`src/rtl/ctrl_uart_pkg.sv`:
```
// Constants and byte-FSM encoding shared by the framed UART transmitter and receiver.
package ctrl_uart_pkg;

  localparam int CLKS_PER_BIT  = 434;   // 50 MHz / 115200 baud
  localparam int PAYLOAD_BYTES = 12;
  localparam int DATA_W        = 8 * PAYLOAD_BYTES;
  localparam int GAP_BITS      = 20;
  localparam logic [7:0] TRAILER = 8'hF0;

  typedef enum logic [1:0] {
    URX_IDLE,
    URX_START,
    URX_DATA,
    URX_STOP
  } urx_state_t;

endpackage

```
`src/rtl/ctrl_uart_rx_urx.sv`:
```
// Byte-level 8N1 receiver: rx synchroniser, baud counter and start/data/stop FSM.
module urx
  import ctrl_uart_pkg::*;
#(
  parameter int CLKS_PER_BIT = ctrl_uart_pkg::CLKS_PER_BIT
) (
  input  logic       clk,
  input  logic       rst_n,
  input  logic       rx,
  output logic [7:0] byte_data,
  output logic       byte_valid,
  output logic       byte_err,
  output logic       idle
);

  localparam int CNT_W = $clog2(CLKS_PER_BIT);
  localparam logic [CNT_W-1:0] BIT_LAST  = CNT_W'(CLKS_PER_BIT - 1);
  localparam logic [CNT_W-1:0] HALF_LAST = CNT_W'(CLKS_PER_BIT / 2 - 1);

  logic             rx_meta;
  logic             rx_s;
  urx_state_t       state;
  logic [CNT_W-1:0] baud_cnt;
  logic [2:0]       bit_idx;
  logic             break_wait;

  // NOTE: the synchroniser presets to 1 so reset release looks like an idle line,
  // not a start bit.
  always_ff @(posedge clk or negedge rst_n) begin
    if (!rst_n) begin
      rx_meta <= 1'b1;
      rx_s    <= 1'b1;
    end else begin
      rx_meta <= rx;
      rx_s    <= rx_meta;
    end
  end

  // NOTE: strobes default low at the top of the block and are raised below; with
  // non-blocking assignments the last assignment in program order wins.
  always_ff @(posedge clk or negedge rst_n) begin
    if (!rst_n) begin
      state      <= URX_IDLE;
      baud_cnt   <= '0;
      bit_idx    <= '0;
      break_wait <= 1'b0;
      byte_data  <= '0;
      byte_valid <= 1'b0;
      byte_err   <= 1'b0;
    end else begin
      byte_valid <= 1'b0;
      byte_err   <= 1'b0;
      case (state)
        URX_IDLE: begin
          baud_cnt <= '0;
          if (!rx_s) state <= URX_START;
        end
        URX_START: begin
          if (baud_cnt == HALF_LAST) begin
            baud_cnt <= '0;
            bit_idx  <= '0;
            state    <= rx_s ? URX_IDLE : URX_DATA;
          end else begin
            baud_cnt <= baud_cnt + 1'b1;
          end
        end
        URX_DATA: begin
          if (baud_cnt == BIT_LAST) begin
            baud_cnt  <= '0;
            byte_data <= {rx_s, byte_data[7:1]};
            bit_idx   <= bit_idx + 1'b1;
            if (bit_idx == 3'd7) state <= URX_STOP;
          end else begin
            baud_cnt <= baud_cnt + 1'b1;
          end
        end
        URX_STOP: begin
          // After a bad stop bit, hold here until the line recovers so a break
          // is not mistaken for a new start bit.
          if (break_wait) begin
            if (rx_s) begin
              break_wait <= 1'b0;
              state      <= URX_IDLE;
            end
          end else if (baud_cnt == BIT_LAST) begin
            baud_cnt <= '0;
            if (rx_s) begin
              byte_valid <= 1'b1;
              state      <= URX_IDLE;
            end else begin
              byte_err   <= 1'b1;
              break_wait <= 1'b1;
            end
          end else begin
            baud_cnt <= baud_cnt + 1'b1;
          end
        end
        default: state <= URX_IDLE;
      endcase
    end
  end

  assign idle = (state == URX_IDLE);

endmodule

```
`src/rtl/ctrl_uart_rx.sv`:
```
// Framed UART receiver: assembles 12 payload bytes plus trailer into a 96-bit word,
// with gap timeout and frame error reporting.
module ctrl_uart_rx
  import ctrl_uart_pkg::*;
#(
  parameter int CLKS_PER_BIT = ctrl_uart_pkg::CLKS_PER_BIT,
  parameter int GAP_BITS     = ctrl_uart_pkg::GAP_BITS
) (
  input  logic              clk_50,
  input  logic              rst_n,
  input  logic              rx,
  output logic [DATA_W-1:0] data,
  output logic              valid,
  output logic              busy,
  output logic              frame_err
);

  localparam int GAP_CYCLES = GAP_BITS * CLKS_PER_BIT;
  localparam int GAP_W      = $clog2(GAP_CYCLES + 1);
  localparam logic [GAP_W-1:0] GAP_LAST = GAP_W'(GAP_CYCLES - 1);
  localparam logic [3:0]       LAST_CNT = 4'(PAYLOAD_BYTES);

  logic [7:0]        rx_byte;
  logic              byte_valid;
  logic              byte_err;
  logic              urx_idle;
  logic [3:0]        byte_cnt;
  logic [DATA_W-1:0] shift_reg;
  logic [GAP_W-1:0]  gap_cnt;

  urx #(
    .CLKS_PER_BIT(CLKS_PER_BIT)
  ) u_urx (
    .clk       (clk_50),
    .rst_n     (rst_n),
    .rx        (rx),
    .byte_data (rx_byte),
    .byte_valid(byte_valid),
    .byte_err  (byte_err),
    .idle      (urx_idle)
  );

  always_ff @(posedge clk_50 or negedge rst_n) begin
    if (!rst_n) begin
      data      <= '0;
      valid     <= 1'b0;
      busy      <= 1'b0;
      frame_err <= 1'b0;
      byte_cnt  <= '0;
      shift_reg <= '0;
      gap_cnt   <= '0;
    end else begin
      valid     <= 1'b0;
      frame_err <= 1'b0;

      // Gap counter only runs between bytes of a partially received frame.
      if (byte_cnt != '0 && urx_idle) begin
        if (gap_cnt == GAP_LAST) begin
          gap_cnt   <= '0;
          frame_err <= 1'b1;
          byte_cnt  <= '0;
          busy      <= 1'b0;
        end else begin
          gap_cnt <= gap_cnt + 1'b1;
        end
      end else begin
        gap_cnt <= '0;
      end

      if (byte_err) begin
        frame_err <= 1'b1;
        byte_cnt  <= '0;
        busy      <= 1'b0;
      end

      // A completed byte takes priority over a simultaneous gap expiry.
      if (byte_valid) begin
        frame_err <= 1'b0;
        if (byte_cnt < LAST_CNT) begin
          shift_reg <= {shift_reg[DATA_W-9:0], rx_byte};
          byte_cnt  <= byte_cnt + 1'b1;
          busy      <= 1'b1;
        end else begin
          byte_cnt <= '0;
          busy     <= 1'b0;
          if (rx_byte == TRAILER) begin
            data  <= shift_reg;
            valid <= 1'b1;
          end else begin
            frame_err <= 1'b1;
          end
        end
      end
    end
  end

endmodule

```
`config.mk`:
```
export PLATFORM = sky130hd
export DESIGN_NAME = ctrl_uart_rx
export DESIGN_NICKNAME = d
export VERILOG_FILES = /design/src/rtl/ctrl_uart_pkg.sv /design/src/rtl/ctrl_uart_rx_urx.sv /design/src/rtl/ctrl_uart_rx.sv
export SDC_FILE = /design/constraint.sdc
export NUM_CORES = 1
export LEC_CHECK = 0
export ABC_AREA = 1
export CAP_MARGIN = 20
export CORE_MARGIN = 2
export CORE_UTILIZATION = 60
export CTS_BUF_LIST = sky130_fd_sc_hd__clkbuf_4 sky130_fd_sc_hd__clkbuf_8
export DETAILED_ROUTE_END_ITERATION = 7
export GPL_ROUTABILITY_DRIVEN = 0
export PLACE_DENSITY = 0.84
export SYNTH_ARGS = -nofsm -noshare
export SYNTH_HDL_FRONTEND = slang
export SYNTH_SLANG_ARGS = --single-unit
```
`constraint.sdc`:
```
create_clock -name clk_50 -period 4.27 [get_ports clk_50]
set_input_delay 0.854 -clock clk_50 [delete_from_list [all_inputs] [get_ports clk_50]]
set_output_delay 0.854 -clock clk_50 [all_outputs]
set_load 0.005 [all_outputs]
```
# Word-level counts from Yosys, hierarchy flattened
# Cells that the tools add are included.
totals:
  romBits: 0
  ram_bits: 0
  elab_cells: 94
  ff_bits: 240
  latchBits: 0
  output_inout_bits: 99
  n_memories: 0
op_classes:
  div_mod_pow: 0
  n_reduce_logical: 12
  n_eq_ne: 14
  add_sub_neg: 4
  bitwise: 1
  mul: 0
  shift: 0
  mux: 46
  magnitude_cmp: 1
ops:
  columns: ["cell", "n"]
  rows:
  - ["one-hot mux 9 bit (4 select lines)", 1]
  - ["two-way mux 14 bit", 2]
  - ["two-way mux 9 bit", 3]
  - ["two-way mux 1 bit", 23]
  - ["two-way mux 4 bit", 5]
  - ["two-way mux 2 bit", 8]
  - ["adder 14 x 1 -> 14 bit, second input constant", 1]
  - ["== test 14 bit, second input constant", 1]
  - ["adder 9 x 1 -> 9 bit, second input constant", 1]
  - ["== test 9 x 8 -> 1 bit, second input constant", 1]
  - ["== test 9 bit, second input constant", 1]
  - ["== test 8 bit, second input constant", 1]
  - ["one-hot mux 2 bit (4 select lines)", 1]
  - ["two-way mux 3 bit", 2]
  - ["inequality test 2 x 1 -> 1 bit, second input constant", 3]
  - ["one-hot mux 3 bit (2 select lines)", 1]
  - ["AND reduction 2 bit", 3]
  - ["AND reduction 3 bit", 2]
  - ["nonzero test 3 bit", 2]
  - ["AND reduction 5 bit", 1]
  - ["adder 4 x 1 -> 4 bit, second input constant", 1]
  - ["== test 2 bit, second input constant", 2]
  - ["less-than comparator 4 bit, second input constant", 1]
  - ["inequality test 2 bit, second input constant", 2]
  - ["other kinds (9)", 9]

# Logic depth before layout (Yosys ltp)
depth:
  ltp_word: 5
  depth_mapped: 11

# Cells and area by module
# Synthesis repeated with hierarchy kept, for this count alone.
unflattened:
  cells_unflattened: 1035
  hier_area_um2: 9915.8
by_module_without_submodules:
  columns: ["module", "cells_per_inst", "seq_area_each_um2", "instances", "area_each_um2"]
  rows:
  - ["ctrl_uart_rx", 868, 5330.1, 1, 8534.4]
  - ["urx", 167, 678.2, 1, 1381.3]

# Worst setup path before layout
# Ideal clock, no wire load.
synth_timing:
  path_type: "register -> register"
  startpoint: "reg u_urx.state[0]"
  endpoint: "reg u_urx.baud_cnt[8]"
  path_slack_ns: 2.771
  stages_incl_launch_ff: 9
  setup_time_ns: 0.132
  t_arrival_ns: 1.367
  period_less_slack_ns: 1.499
  required_time_ns: 4.138
  path_cell_list: "dfrtp_1 > ha_1 > nand2_1 > inv_1 > nor2_1 > nand2_1 > nor2_1 > xor2_1 > a21oi_1"
synth_via:
  elab_chain_len: 2
  elab_cells_between_ends: 6
  classes_between: "eq/ne (4); mux (1); reduce/logical (1)"
synth_rtl:
  columns: ["element", "line_no", "source"]
  rows:
  - ["from (decl)", "ctrl_uart_rx_urx.sv:22", "urx_state_t state;"]
  - ["from (signal assigned)", "ctrl_uart_rx_urx.sv:62", "state <= rx_s ? URX_IDLE : URX_DATA;"]
  - ["== test 2 bit, or another cell as far along", "ctrl_uart_rx_urx.sv:53", "case (state)"]
  - ["one-hot mux 9 bit (4 select lines) or inequality test 2 bit (tied branches)", null, null]
  - ["to (signal assigned)", "ctrl_uart_rx_urx.sv:64", "baud_cnt <= baud_cnt + 1'b1;"]
  - ["to (signal assigned)", "ctrl_uart_rx_urx.sv:74", "baud_cnt <= baud_cnt + 1'b1;"]
  - ["to (signal assigned)", "ctrl_uart_rx_urx.sv:95", "baud_cnt <= baud_cnt + 1'b1;"]
  - ["to (decl)", "ctrl_uart_rx_urx.sv:23", "logic [CNT_W-1:0] baud_cnt;"]
# Several ways; a longest one is shown, not always the timed one.
# A chain may end at the register's enable or synchronous reset.

# Worst setup path in the final report
layout_timing:
  startpoint: "reg u_urx.byte_data[3]"
  endpoint: "reg data[71]"
layout_via:
  elab_chain_len: 2
layout_rtl:
  columns: ["element", "line_no", "source"]
  rows:
  - ["from (decl)", "ctrl_uart_rx_urx.sv:10", "output logic [7:0] byte_data,"]
  - ["from (signal assigned)", "ctrl_uart_rx_urx.sv:70", "byte_data <= {rx_s, byte_data[7:1]};"]
  - ["== test 8 bit", "ctrl_uart_rx.sv:86", "if (rx_byte == TRAILER) begin"]
  - ["AND reduction 3 bit (no source line)", null, null]
  - ["to (signal assigned)", "ctrl_uart_rx.sv:87", "data <= shift_reg;"]
  - ["to (decl)", "ctrl_uart_rx.sv:12", "output logic [DATA_W-1:0] data,"]
# No other way between the ends.

==> reports/qor.txt <==
status: complete, no violations
hpwl dp: 12,000 um
Placement Cell Area: 0.0107 mm2
Die Width: 130 um
leakage power: 6.20 nW
Worst Hold Depth: 0
dominant cells by area after synthesis: dfrtp_1 62%, nand2_1 24%, o21ai_0 1.8%
relative slew slack: 30.3%
utilization after layout: 73.5%
Cell Int Power: 3.44 mW
CP max FO: 98
DRC Markers: 0
largest net degree at the start of global routing: 131
distinct cell type count after synthesis: 24
core area: 0.0157 mm2
CTS Hold Bufs: 0
Vias/cell: 5.10
combinational share of power: 1.1%
clk_skew: 17.2 ps
final setup fails: 0
Hold EP: u_urx.rx_s$_DFF_PN1_
global route total overflow: 0
Hold WC Path Type: reg2reg
Worst Path Arrival: 2850 ps
Final Critical Period: 2380 ps
worst slack at placement: 1890 ps
TritonCTS clock tree: built
Reg power frac: 52.3%
M2 GR Usage: 40.7%
yosys warns: 0
post-route ant nets: 0
met1 usage: 34.5%
Reg2Reg Launch Point: u_urx.byte_data[3]$_DFFE_PN0P_
cell area power density: 377 mW/mm2
first-pass GRT wire length: 33,900 um
switching share of power: 20.9%
CTS resizes: 0
Worst setup SP type: register
clk buf depth: 3
Die Area: 0.0170 mm2
WL per Instance: 13.8 um
Post-synth EDFFs: 0
Clock transition at path regs: 60 ps
Power Total: 4.35 mW
Max VDD drop: 0.252 mV
CP Class: reg2reg
Syn Area/Cell: 8.72 um2
Yosys top cell area share: 62.3%
max-slew violations: 0
row cnt: 46
Initial Util: 60.9%
post-synthesis sequential area ratio: 62.8%
Synth area leader: dfrtp_1
FF-to-FF path depth: 8
Post-Synthesis Cells: 1,097
HP Start: u_urx.rx_meta$_DFF_PN1_
Clk network pwr share: 46.5%
Area growth, synth to finish: 20.7%
MaxCap Viol Count: 0
Final Instance Count excl. Fillers: 1,445
Post-CTS Setup Repair Bufs: 0
Worst Hold Slack: 355 ps
required time of the critical path: 4730 ps
Clock Latency Late Sink: 530 ps
DR iter-0 viols: 579
Setup crit end kind: register
ANT cells: 0
DP Cell Count: 1,377
final setup margin: 1890 ps
NetSw: 908 uW
Fill cells: 1,102
CTS root buf: clkbuf_8
total clock sinks: 240
Top Usage Layer GRT: met2
RSZ-0062 raised after global routing: no
GRT Overall Usage: 25.1%
maximum clock rate: 420 MHz
DR vias: 7,371
met3 usage: 4.14%
dominant synthesized flop cell: dfrtp_1
drt first pass iters: 5
port bufs: 101
CTS Buf Count: 38
initial antenna violation count: 0
#FFs+latches synth: 240
final hold violation count: 0
reg-to-reg endpoint: data[71]$_DFFE_PN0P_
Final Net Count: 1,217
vias in the first global route: 7,229
Die H: 130 um
post-synthesis async set-or-reset flop share: 100%
share of layout cells above drive strength 1: 6.92%
Mapped Nets: 1,113
actual slew at the worst max-slew pin: 1040 ps
Cell Area, Synth: 0.00956 mm2
Final period util: 55.8%
H-tree level count: 2
setup_tns: 0 ps
design area: 0.0115 mm2
Routed WL: 19,900 um
I/O pins: 102
reg-to-reg slack, setup: 1890 ps
-- Yosys cell counts (all sizes together), types with 5 or more instances --
cell type  number
clkbuf         17
dfrtp         238
nand3          20
buf            26
a21oi          10
ha             13
inv            48
nand4           7
o21ai          37
xor2            5
nand2         620
nor2           38
nor3            6
-- worst max path at each step --
stage	from	to
5_1_grt	u_urx.byte_data[2]$_DFFE_PN0P_	data[71]$_DFFE_PN0P_
6_report	u_urx.byte_data[3]$_DFFE_PN0P_	data[71]$_DFFE_PN0P_
3_5_place_dp	u_urx.byte_data[3]$_DFFE_PN0P_	data[89]$_DFFE_PN0P_
3_3_place_gp	u_urx.byte_data[2]$_DFFE_PN0P_	data[27]$_DFFE_PN0P_
2_1_floorplan	u_urx.state[0]$_DFFE_PN0P_	u_urx.baud_cnt[8]$_DFFE_PN0P_
4_1_cts	u_urx.byte_data[3]$_DFFE_PN0P_	data[71]$_DFFE_PN0P_
-- power groups by stage --
| stage | Clock (mW) | Combinational (mW) | Sequential, mW |
|---|---|---|---|
| 2_1_floorplan | 0 | 0.000624 | 2.32 |
| 3_3_place_gp | 0 | 0.0524 | 2.32 |
| 3_5_place_dp | 0 | 0.0526 | 2.32 |
| 4_1_cts | 2.06 | 0.0525 | 2.28 |
| 5_1_grt | 2.18 | 0.0595 | 2.28 |
| 6_report | 2.03 | 0.0493 | 2.28 |
-- final cells by class --
cell class | instances | area [um2] | share of cell area (%)
clock inverters | 5 | 30.0 | 0.260
well taps | 216 | 270 | 2.34
flip-flops and latches | 240 | 6010 | 52.1
inverters | 48 | 181 | 1.57
clock buffers | 63 | 786 | 6.81
repair buffers | 107 | 1090 | 9.41
multi-input cells | 766 | 3180 | 27.6
-- logic make-up (layout without fill, tap and decap cells) --
group / after synthesis / in the layout / synth area share [%]
adders and majority gates: 13 / 13 / 1.70
and+or+nand+nor: 697 / 697 / 28.2
buffers and inverters: 91 / 223 / 4.04
AOI/OAI and AO/OA: 51 / 51 / 2.77
DFF: 240 / 240 / 62.8
xor gates and xnor gates: 5 / 5 / 0.458
-- placed cells by master, fill, tap and decap left out, types with 2 or more instances in the layout --
cell type / netlist / routed
o21ai_1: 2 / 2
buf_4: 5 / 4
a21oi_1: 10 / 10
nor3_2: 2 / 2
ha_1: 13 / 13
o211ai_1: 2 / 2
nand4_1: 7 / 7
nor2_1: 38 / 37
nor3_1: 4 / 4
nand3_1: 20 / 20
nor3b_1: 2 / 2
or2_2: 2 / 2
and2_1: 2 / 2
clkinvlp_4: 0 / 2
clkbuf_8: 0 / 50
clkinv_2: 0 / 4
nand2_1: 619 / 619
xor2_1: 5 / 5
o21ai_0: 35 / 35
dfrtp_1: 238 / 238
clkbuf_4: 0 / 13
o21bai_1: 2 / 2
inv_1: 46 / 46
clkdlybuf4s50_1: 0 / 100
buf_12: 0 / 2
dfstp_2: 2 / 2
-- routing by layer --
metal,wire [um],vias to the layer above
met5,0,-
met4,418,0
met3,1010,32
met2,9580,211
met1,8900,3544
li1,-,3584
-- worst max-delay path, cell delays in order (launching register included) --
cell	delay, ps
dfrtp_1	380
inv_1	90
nand4_1	110
nor3_2	220
nand2_4	580
inv_2	200
buf_4	450
nand2_1	130
nand2_1	90
(Power assumes the default switching activity.)
